$ cat config.mk
export PLATFORM = sky130hd
export DESIGN_NAME = control_multiciclo
export DESIGN_NICKNAME = d
export VERILOG_FILES = /design/src/rtl/control_multiciclo.sv
export SDC_FILE = /design/constraint.sdc
export NUM_CORES = 1
export LEC_CHECK = 0
export CAP_MARGIN = 20
export CORE_ASPECT_RATIO = 1.75
export CORE_MARGIN = 3
export CORE_UTILIZATION = 42
export DETAILED_ROUTE_END_ITERATION = 8
export PLACE_DENSITY = 0.76
export SLEW_MARGIN = 40
export SYNTH_ARGS = -nofsm -noshare
export SYNTH_HDL_FRONTEND = slang
export SYNTH_SLANG_ARGS = --single-unit
$ cat constraint.sdc
create_clock -name clk -period 1.81 [get_ports clk]
set_input_delay 0.181 -clock clk [delete_from_list [all_inputs] [get_ports clk]]
set_output_delay 0.181 -clock clk [all_outputs]
set_load 0.01 [all_outputs]
$ cat src/rtl/control_multiciclo.sv
// rtl/control_multiciclo.sv - multi-cycle RV32I control FSM with retired-instruction counter
// Optional feature: ILLEGAL_OP_TRAP_EN (unknown opcodes halt in TRAP instead of retiring as NOP).
module control_multiciclo (
    input  logic        clk,
    input  logic        reset,
    input  logic [6:0]  opcode,
    input  logic [2:0]  funct3,
    input  logic        funct7b5,
    input  logic        br_taken,
    input  logic        mem_ready,
    output logic        mem_req,
    output logic        mem_we,
    output logic        mem_addr_sel,
    output logic        ir_write,
    output logic        pc_write,
    output logic [1:0]  pc_src,
    output logic [1:0]  alu_a_sel,
    output logic        alu_b_sel,
    output logic [3:0]  alu_op,
    output logic        reg_write,
    output logic [1:0]  wb_sel,
    output logic [31:0] instret,
    output logic        trap,
    output logic [2:0]  state
);
    localparam logic [2:0] S_FETCH  = 3'd0;
    localparam logic [2:0] S_DECODE = 3'd1;
    localparam logic [2:0] S_EXEC   = 3'd2;
    localparam logic [2:0] S_MEM    = 3'd3;
    localparam logic [2:0] S_WB     = 3'd4;
    localparam logic [2:0] S_TRAP   = 3'd5;

    localparam logic [6:0] OP_R      = 7'b0110011;
    localparam logic [6:0] OP_I      = 7'b0010011;
    localparam logic [6:0] OP_LUI    = 7'b0110111;
    localparam logic [6:0] OP_AUIPC  = 7'b0010111;
    localparam logic [6:0] OP_LOAD   = 7'b0000011;
    localparam logic [6:0] OP_STORE  = 7'b0100011;
    localparam logic [6:0] OP_BRANCH = 7'b1100011;
    localparam logic [6:0] OP_JAL    = 7'b1101111;
    localparam logic [6:0] OP_JALR   = 7'b1100111;

    logic [2:0]  state_q, state_d;
    logic [31:0] instret_q, instret_d;
    logic        known_op;
    logic        is_store;

    assign is_store = (opcode == OP_STORE);

    always_comb begin
        known_op = 1'b0;
        case (opcode)
            OP_R, OP_I, OP_LUI, OP_AUIPC, OP_LOAD,
            OP_STORE, OP_BRANCH, OP_JAL, OP_JALR: known_op = 1'b1;
            default:                              known_op = 1'b0;
        endcase
    end

    always_comb begin
        state_d      = state_q;
        mem_req      = 1'b0;
        mem_we       = 1'b0;
        mem_addr_sel = 1'b0;
        ir_write     = 1'b0;
        pc_write     = 1'b0;
        pc_src       = 2'd0;
        alu_a_sel    = 2'd0;
        alu_b_sel    = 1'b0;
        alu_op       = 4'b0000;
        reg_write    = 1'b0;
        wb_sel       = 2'd0;
        trap         = 1'b0;
        case (state_q)
            S_FETCH: begin
                mem_req = 1'b1;
                if (mem_ready) begin
                    ir_write = 1'b1;
                    state_d  = S_DECODE;
                end
            end
            S_DECODE: begin
                if (known_op) begin
                    state_d = S_EXEC;
                end else begin
`ifdef ILLEGAL_OP_TRAP_EN
                    state_d = S_TRAP;
`else
                    pc_write = 1'b1;
                    state_d  = S_FETCH;
`endif
                end
            end
            S_EXEC: begin
                state_d = S_FETCH;
                case (opcode)
                    OP_R: begin
                        alu_op  = {funct7b5, funct3};
                        state_d = S_WB;
                    end
                    OP_I: begin
                        // Only shifts (funct3=101) use bit 30 to pick SRAI over SRLI.
                        alu_b_sel = 1'b1;
                        alu_op    = {funct7b5 & (funct3 == 3'b101), funct3};
                        state_d   = S_WB;
                    end
                    OP_LUI: begin
                        alu_a_sel = 2'd2;
                        alu_b_sel = 1'b1;
                        state_d   = S_WB;
                    end
                    OP_AUIPC: begin
                        alu_a_sel = 2'd1;
                        alu_b_sel = 1'b1;
                        state_d   = S_WB;
                    end
                    OP_LOAD, OP_STORE: begin
                        alu_b_sel = 1'b1;
                        state_d   = S_MEM;
                    end
                    OP_BRANCH: begin
                        alu_a_sel = 2'd1;
                        alu_b_sel = 1'b1;
                        pc_write  = 1'b1;
                        pc_src    = {1'b0, br_taken};
                    end
                    OP_JAL: begin
                        alu_a_sel = 2'd1;
                        alu_b_sel = 1'b1;
                        pc_write  = 1'b1;
                        pc_src    = 2'd1;
                        reg_write = 1'b1;
                        wb_sel    = 2'd2;
                    end
                    OP_JALR: begin
                        alu_b_sel = 1'b1;
                        pc_write  = 1'b1;
                        pc_src    = 2'd2;
                        reg_write = 1'b1;
                        wb_sel    = 2'd2;
                    end
                    default: state_d = S_FETCH;
                endcase
            end
            S_MEM: begin
                mem_req      = 1'b1;
                mem_addr_sel = 1'b1;
                mem_we       = is_store;
                if (mem_ready) begin
                    if (is_store) begin
                        pc_write = 1'b1;
                        state_d  = S_FETCH;
                    end else begin
                        state_d  = S_WB;
                    end
                end
            end
            S_WB: begin
                reg_write = 1'b1;
                pc_write  = 1'b1;
                wb_sel    = (opcode == OP_LOAD) ? 2'd1 : 2'd0;
                state_d   = S_FETCH;
            end
            S_TRAP: begin
`ifdef ILLEGAL_OP_TRAP_EN
                trap    = 1'b1;
                state_d = S_TRAP;
`else
                state_d = S_FETCH;
`endif
            end
            default: state_d = S_FETCH;
        endcase
        // Reset abandons any in-flight request: nothing may strobe this cycle.
        if (reset) begin
            state_d      = S_FETCH;
            mem_req      = 1'b0;
            mem_we       = 1'b0;
            mem_addr_sel = 1'b0;
            ir_write     = 1'b0;
            pc_write     = 1'b0;
            pc_src       = 2'd0;
            alu_a_sel    = 2'd0;
            alu_b_sel    = 1'b0;
            alu_op       = 4'b0000;
            reg_write    = 1'b0;
            wb_sel       = 2'd0;
            trap         = 1'b0;
        end
    end

    assign instret_d = pc_write ? instret_q + 32'd1 : instret_q;

    always_ff @(posedge clk) begin
        if (reset) begin
            state_q   <= S_FETCH;
            instret_q <= 32'd0;
        end else begin
            state_q   <= state_d;
            instret_q <= instret_d;
        end
    end

    assign state   = state_q;
    assign instret = instret_q;
endmodule

==> metrics.cfg <==
[outcome]
run_status=complete, but fails checks
violations=negative setup slack

[timing]
totalNegativeSetupSlack_ns=-8.359
finalHoldViolations=0
tightestPinTransition_ns=0.6362
timing.final.crit_share_pct=116.2
finClkSkew_ns=0.006635
rsz0062_at_grt=yes
drv_slew=0
achievable-frequency_ghz=0.4754
max-slew-margin-rel_pct=57.23
post-route-worst-setup-slack_ns=-0.2933
finalSetupViolCount=43
final.min_clock_period_ns=2.103

[route]
detail-route-antenna-nets=0
drt-wirelength-per-cell_um=18.07
detail_route.vias_per_cell=6.091
drt-initial-drc-count=198
drt_wl_total_um=8585
remaining_routing_drc_violations=0
via_count_of_the_routed_design=2893
firstDrtPassIters=5

[placed_design]
placement.io_buffers=66
place_inst=457
place.detailed.hpwl_um=5440
gp_congestion=0.8386
placement.cell_area_um2=3478

[synthesis]
synth_nets=289
syn_area_um2=2148
synth_most_common_cell=dfxtp_1
post_synthesis_average_cell_area_um2=7.869
yosysWarnings=0
synthArstFlopShare_pct=0
synth_seq_area_share_pct=32.62
synth_area_leaders=dfxtp_1 33%, xor2_1 4.5%, a21oi_1 4.4%, nand2_1 4.4%, nor2_1 4.4%
syn_inst=273
synth.lib_cells_used.distinct=48
synth_top_flop_cell=dfxtp_1
netlist.top_cell.by_area=dfxtp_1
synthDominantCellAreaShare_pct=32.62
synth.cells.most_frequent=35 x dfxtp_1, 25 x nand2_1, 25 x nor2_1
postSynthRegisterBits=35
synth-edff-count=0

[finish]
num-fill-cells=304
final_layout_size_suffix_gt1_share_pct=38.53
layoutNonFillerInstCount=475
finalNetCount=439
finish.instance_area_um2=3857
antennaDiodeCount=0
synth_to_layout_area_growth_pct=79.56

[critical_path]
timing.critical_path.required_ns=2.02
critical_path.max_fanout=6
startpoint=state[2]$_SDFFE_PP0P_
start_of_the_worst_register_to_register_path=state[2]$_SDFFE_PP0P_
critical_path.startpoint_type=flop
worst-setup-path-type=reg2reg
worstPathArrival_ns=2.32
end_kind=flop

[floorplan]
die_height_um=100.6
design.portCount=68
die_area_um2=6043
placeableCoreArea_um2=4831
std_cell_rows=33
initial_util_pct=44.47
die_width_um=60.07

[clock_tree]
cts_made_buffers=5
clkSlewWorstSetupHoldPaths_ns=0.07
postCtsHoldBufs=0
cts_tree=built
h-tree-depth=2
max-clock-path-buffers=2
root_buffer=clkbuf_8
clock_insertion_delay_worst_skew_ns=0.29
numClockSinks=35

[power_and_ir_drop]
vdd.ir_drop.worst_mv=0.6108
power.static_leakage_uw=0.001551
power.total_uw=1533
power.density_nw_per_um2=397.3

[grt]
grt_pass1_wl_um=12500
globalRouteOverflowTotal=0
grt_antenna_before_repair=0
number_of_global_route_vias_before_repair=2836
overall_fraction_of_global_route_tracks_in_use_pct=26.55
grt_max_degree=43

[worst_hold_path]
hp-start=instret[31]$_SDFFE_PP0P_
hold_path.class=reg2reg

[job]
maxCapViolCount=0

final timing paths:
kind / endpoint / slack, ns / depth (start not counted)
min reg2reg: instret[31]$_SDFFE_PP0P_ / 0.50 / 2
max: instret[25]$_SDFFE_PP0P_ / -0.29 / 9
min: instret[31]$_SDFFE_PP0P_ / 0.50 / 2
max reg2reg: instret[25]$_SDFFE_PP0P_ / -0.29 / 9
cells in the final DEF, fill, tap and decap left out, drive strengths merged, types with 2 or more instances in the layout:
master	count
a211oi	2
a21oi	19
a22oi	2
a41oi	2
and2	8
and3	7
and4	2
buf	97
clkbuf	8
clkdlybuf4s15	6
clkdlybuf4s50	42
dfxtp	35
dlygate4sd2	8
dlymetal6s2s	2
inv	7
mux2i	2
nand2	25
nand2b	3
nand3	10
nand4	5
nor2	25
nor2b	7
nor3	13
nor4	6
o21ai	18
o311ai	7
o31ai	8
or3	15
or4	11
xor2	11
metal layers:
metal	vias up	global-route usage [%]	part of all wire (%)
met5	-	0	0
met4	0	16.89	5.8
met3	44	4.487	5.0
met2	153	49.92	56
met1	1387	24.68	33
li1	1309	-	-
report_power, final:
group | total [uW] | internal, uW | switching [uW]
sequential | 778 | 773 | 4.68
clock | 538 | 265 | 273
combinational | 217 | 104 | 113
logic make-up (layout without fill, tap and decap cells):
group / Yosys count / in the layout / share of synthesized area [%]
buf+inv: 20 / 170 / 4.252
other cells: 1 / 1 / 0.1746
flops: 35 / 35 / 32.61
compound gates: 63 / 63 / 19.22
simple gates: 140 / 140 / 37.74
xor+xnor: 11 / 11 / 4.484
mux: 2 / 2 / 0.9319
fa+ha+maj: 1 / 1 / 0.5823
worst max-delay path: stages, from the launching register on:
cell and delay [ns]:
dfxtp_4 0.34, buf_6 0.11, and2b_2 0.28, nand3_4 0.11, nor3_4 0.17, buf_6 0.14
o311ai_4 0.09, buf_6 0.17, or4_1 0.46, a21oi_1 0.15
sequential cells by signal, summed over array words and instances (netlist names):
signal and cells:
state 3, instret 32
timing repair:
action	in CTS	in global routing
gates resized for setup	95	16
setup buffers	4	6
gates cloned	1	0
setup endpoints to repair	47	44
pin swaps	37	17
cell type report:
type	instances	area, um2	share of cell area [%]
Multi-Input combinational cell	218	1620	42.00
Timing Repair Buffer	156	1350	35.00
Sequential cell	35	719.4	18.65
Clock buffer	7	76.32	1.979
Tap cell	52	65.06	1.687
Inverter	7	26.28	0.6812
stage by stage:
stage	setup slack [ns]	hold slack, ns	util, %
6_report	-0.2933	0.5011	79.85
5_1_grt	-0.3662	0.5261	79.85
4_1_cts	-0.2999	0.5019	77.39
3_5_place_dp	-0.6836	0.4809	72.00
3_3_place_gp	-0.6044	0.4687	72.00
2_1_floorplan	-0.09018	0.3424	-
(Power assumes the default switching activity.)
